$ cat config.mk
export PLATFORM = sky130hd
export DESIGN_NAME = uart_fifo
export DESIGN_NICKNAME = d
export VERILOG_FILES = /design/src/rtl/uart_pkg.sv /design/src/rtl/uart_fifo.sv
export SDC_FILE = /design/constraint.sdc
export NUM_CORES = 1
export LEC_CHECK = 0
export CAP_MARGIN = 20
export CORE_MARGIN = 8
export CORE_UTILIZATION = 40
export CTS_BUF_LIST = sky130_fd_sc_hd__clkbuf_4 sky130_fd_sc_hd__clkbuf_8
export CTS_CLUSTER_DIAMETER = 40
export DETAILED_ROUTE_END_ITERATION = 8
export DONT_BUFFER_PORTS = 1
export PLACE_DENSITY = 0.57
export SYNTH_ARGS = -nofsm -noshare
export SYNTH_HDL_FRONTEND = slang
export SYNTH_SLANG_ARGS = --single-unit
$ cat constraint.sdc
create_clock -name clk_i -period 4.49 [get_ports clk_i]
set_clock_uncertainty 0.05 [all_clocks]
set_input_delay 1.1225 -clock clk_i [delete_from_list [all_inputs] [get_ports clk_i]]
set_output_delay 1.1225 -clock clk_i [all_outputs]
set_load 0.05 [all_outputs]
$ cat src/rtl/uart_pkg.sv
// rtl/uart_pkg.sv - shared UART sizing constants
// Purpose: character width and FIFO depth used by the UART FIFOs,
//          the top-level integration and the benches.
package uart_pkg;

   localparam int MAX_UART_DATA_W = 8;
   localparam int UART_DATA_W     = 8;
   localparam int UART_FIFO_DEPTH = 16;

endpackage

$ cat src/rtl/uart_fifo.sv
// rtl/uart_fifo.sv - first-word-fall-through character FIFO for the UART TX/RX paths
// Purpose: DEPTH x DATA_W register FIFO with occupancy count, level flags
//          and sticky overflow/underflow flags.
// Ports:
//   clk_i          rising-edge clock
//   rst_i          synchronous active-high reset
//   clear_i        synchronous flush of pointers, count and sticky flags
//   push_i/data_i  write request and write data
//   pop_i          read request
//   data_o         head entry (valid while empty_o=0)
//   empty_o/full_o/almost_full_o  level flags from the registered count
//   count_o        current occupancy
//   overflow_o     sticky: a push was rejected
//   underflow_o    sticky: a pop was rejected
module uart_fifo
   import uart_pkg::*;
#(
   parameter int DATA_W          = UART_DATA_W,
   parameter int DEPTH           = UART_FIFO_DEPTH,
   parameter int ALMOST_FULL_LVL = DEPTH - 2
) (
   input  logic                       clk_i,
   input  logic                       rst_i,
   input  logic                       clear_i,
   input  logic                       push_i,
   input  logic [DATA_W-1:0]          data_i,
   input  logic                       pop_i,
   output logic [DATA_W-1:0]          data_o,
   output logic                       empty_o,
   output logic                       full_o,
   output logic                       almost_full_o,
   output logic [$clog2(DEPTH):0]     count_o,
   output logic                       overflow_o,
   output logic                       underflow_o
);

   localparam int                ADDR_W  = $clog2(DEPTH);
   localparam logic [ADDR_W:0]   LP_FULL = (ADDR_W+1)'(DEPTH);
   localparam logic [ADDR_W:0]   LP_AF   = (ADDR_W+1)'(ALMOST_FULL_LVL);
   localparam logic [ADDR_W:0]   LP_ONE  = (ADDR_W+1)'(1);
   localparam logic [ADDR_W-1:0] LP_INC  = ADDR_W'(1);

   logic [DATA_W-1:0] r_mem [DEPTH];
   logic [ADDR_W-1:0] r_wr_ptr;
   logic [ADDR_W-1:0] r_rd_ptr;
   logic [ADDR_W:0]   r_count;
   logic              r_overflow;
   logic              r_underflow;

   logic w_empty;
   logic w_full;
   logic w_pop_ok;
   logic w_push_ok;
   logic w_flush;

   assign w_empty   = (r_count == '0);
   assign w_full    = (r_count == LP_FULL);
   assign w_flush   = rst_i | clear_i;
   assign w_pop_ok  = pop_i & ~w_empty;
   // A full FIFO still takes a push when the same edge frees the head slot.
   assign w_push_ok = push_i & (~w_full | w_pop_ok);

   // Storage is deliberately not reset; only the bookkeeping is.
   always_ff @(posedge clk_i) begin
      if (!w_flush && w_push_ok) begin
         r_mem[r_wr_ptr] <= data_i;
      end
   end

   always_ff @(posedge clk_i) begin
      if (w_flush) begin
         r_wr_ptr    <= '0;
         r_rd_ptr    <= '0;
         r_count     <= '0;
         r_overflow  <= 1'b0;
         r_underflow <= 1'b0;
      end else begin
         if (w_push_ok) begin
            r_wr_ptr <= r_wr_ptr + LP_INC;
         end
         if (w_pop_ok) begin
            r_rd_ptr <= r_rd_ptr + LP_INC;
         end
         case ({w_push_ok, w_pop_ok})
            2'b10:   r_count <= r_count + LP_ONE;
            2'b01:   r_count <= r_count - LP_ONE;
            default: r_count <= r_count;
         endcase
         if (push_i && !w_push_ok) begin
            r_overflow <= 1'b1;
         end
         if (pop_i && !w_pop_ok) begin
            r_underflow <= 1'b1;
         end
      end
   end

   assign data_o        = r_mem[r_rd_ptr];
   assign empty_o       = w_empty;
   assign full_o        = w_full;
   assign almost_full_o = (r_count >= LP_AF);
   assign count_o       = r_count;
   assign overflow_o    = r_overflow;
   assign underflow_o   = r_underflow;

endmodule

==> impl_metrics.tcl <==
set metrics [dict create \
    status "finished clean" \
    syn_inst 339 \
    power_leakage_nw 2.09 \
    ys_types 46 \
    setup_viol 0 \
    nets 378 \
    hp-class "flip-flop to flip-flop" \
    hold_buffers 0 \
    grt_use_total 0.141 \
    finalHoldViolCount 0 \
    die_x_um 138 \
    fin_hold_ws_ps 461 \
    dieArea_um2 19000 \
    synth-main-ff-cell "edfxtp_1" \
    synth_mux_area_frac 0.130 \
    fin_cells 553 \
    drt_wl_total_um 12300 \
    max_freq_mhz 269 \
    syn_nets 361 \
    via_count 3020 \
    ir_worst_vdd_uv 178 \
    critical_path_buf_inv_count 0 \
    cellPowerDensity_nw_per_um2 395 \
    synthTopCellsByArea "edfxtp_1 65%, mux4_2 12%, dfxtp_1 6.4%, nor2_1 2.2%, a22oi_1 2.0%" \
    slowest_delay_ps 780 \
    grt_pass1_wl_um 19100 \
    clock_latency_ps 440 \
    io_pins 31 \
    ys_warn_count 0 \
    vias_per_cell 5.46 \
    initial_core_util 0.409 \
    antenna_found_initial 0 \
    async_reset_ff_frac 0 \
    syn_area_per_cell_um2 17.5 \
    grt_setup_unrepaired "false" \
    ys_seq_area_frac 0.711 \
    post_cts_buffers 0 \
    drt_iter0_markers 218 \
    cap_violations 0 \
    startpoint_type "flip-flop" \
    relSlewSlack 0.319 \
    n_fill_cell 1270 \
    cts_buffers 17 \
    cts_buffer_depth 2 \
    critPathArrivalTime_ps 2540 \
    yosys.area_share.adder 0.0202 \
    synth_top_area_frac 0.647 \
    synth_top_cell_by_area "edfxtp_1" \
    cts_resized 0 \
    final_antenna_net_count 0 \
    synth.cell_area_um2 5940 \
    finalCriticalPeriod_ps 3710 \
    end_kind "output pin" \
    tns_ps 0 \
    io_buffers 0 \
    place_congestion 0.763 \
    synth_top_family_by_area "multiplexers" \
    synth-simple-area-share 0.0649 \
    clockRootBuffer "clkbuf_8" \
    drc 0 \
    die_y_um 138 \
    critPathSlowestCell "nor2_1" \
    coreArea_um2 14500 \
    dp.cells 521 \
    drt_first_pass_iters 4 \
    drv_slew 0 \
    worst_slew_pin_slew_ps 1020 \
    post_drt_wl_per_cell_um 22.3 \
    min_period_over_period 0.827 \
    grt_overflow_total 0 \
    num_rows 44 \
    synth_seq_cells 147 \
    hpwl_um 7840 \
    crit_fanout 7 \
    h-tree-depth 4 \
    synth.most_common_cell "edfxtp_1" \
    worstPathRequired_ps 3320 \
    synth_compound_area_frac 0.0518 \
    drive_gt1_frac 0.241 \
    cts.sinks 147 \
    area_growth_pct 11.1 \
    clk_pin_slew_worst_paths_ps 80 \
    tritoncts "yes" \
    criticalPathCategory "flip-flop to output pin" \
    cp_cell_sequence "or4_1 > nor2_1" \
    synth_xor_area_frac 0.00737 \
    synth_edf_count 128 \
    synth.top_cells.by_count "128 x edfxtp_1, 35 x nor2_1, 32 x mux4_2, 19 x dfxtp_1, 17 x nand2_1" \
    grt_max_degree 33 \
    cp_top_family "simple AND/OR/NAND/NOR gates" \
    grt_pass1_vias 3219 \
    insertedDiodeCount 0 \
    total_power_w 0.00261 \
]
==> path summary, 6_finish.rpt <==
path / slack (ps) / from / end / cells past startpoint
max: 780 / count_o[1] / full_o / 2
min: 460 / r_rd_ptr[3] / flip-flop / 2
max reg2reg: 1540 / count_o[1] / count_o[4] / 8
min reg2reg: 460 / r_rd_ptr[3] / flip-flop / 2
==> power breakdown <==
group	internal [W]	total (W)	switching [W]
combinational	0.0000447	0.000117	0.0000723
sequential	0.00149	0.00151	0.0000200
clock	0.000503	0.000983	0.000480
==> flip-flops by register name (all words and copies together) (netlist names), named ones only <==
name         flops
underflow_o      1
r_rd_ptr         4
overflow_o       1
r_mem          128
r_wr_ptr         4
count_o          5
==> tightest hold or removal path, stage by stage (launching register included) <==
cell      delay (ps)
dfxtp_1          310
o211ai_1          80
nand2_1           70
==> cells in the final DEF (no fill, tap or decap), types with 3 or more instances in the layout <==
cell type	instances
clkinv_4	3
inv_1	7
or4_1	3
ha_1	8
xnor2_1	3
mux4_2	32
a22oi_1	16
clkbuf_8	17
nor2b_1	5
clkinvlp_4	3
nand2_1	17
edfxtp_1	128
nand3_1	6
nor2_1	35
mux2i_1	4
a21oi_1	3
dfxtp_1	18
buf_4	11
==> per-layer routing <==
metal	wire, um	part of all wire	global-route usage	vias up
li1	-	-	-	1383
met1	5040	0.41	0.174	1526
met2	6070	0.49	0.222	93
met3	843	0.068	0.0457	18
met4	350	0.028	0.0639	0
met5	0	0	0	-
==> area by class of cell <==
class / count / area, um^2 / share of cell area
Sequential cell: 147 / 4230 / 0.640
Multi-Input combinational cell: 170 / 1630 / 0.247
Clock buffer: 19 / 249 / 0.0377
Tap cell: 184 / 230 / 0.0349
Clock inverter: 13 / 135 / 0.0205
Timing Repair Buffer: 12 / 103 / 0.0155
Inverter: 8 / 30.0 / 0.00455
==> per-stage QoR <==
stage                     area [um^2]  utilization  worst slack, ps
after floorplan                  5940            -             1380
after global placement           6220        0.428             1200
after detailed placement         6220        0.428             1190
after CTS                        6600        0.454              690
after global routing             6600        0.454              636
final                            6600        0.454              775
==> logic make-up (layout without fill, tap and decap cells) <==
group	after synthesis	in the layout
flops	147	147
buf+inv	22	52
xor+xnor	5	5
simple gates	80	80
compound gates	39	39
mux	37	37
fa+ha+maj	9	9
No activity file was read; power rests on OpenSTA's default activity.
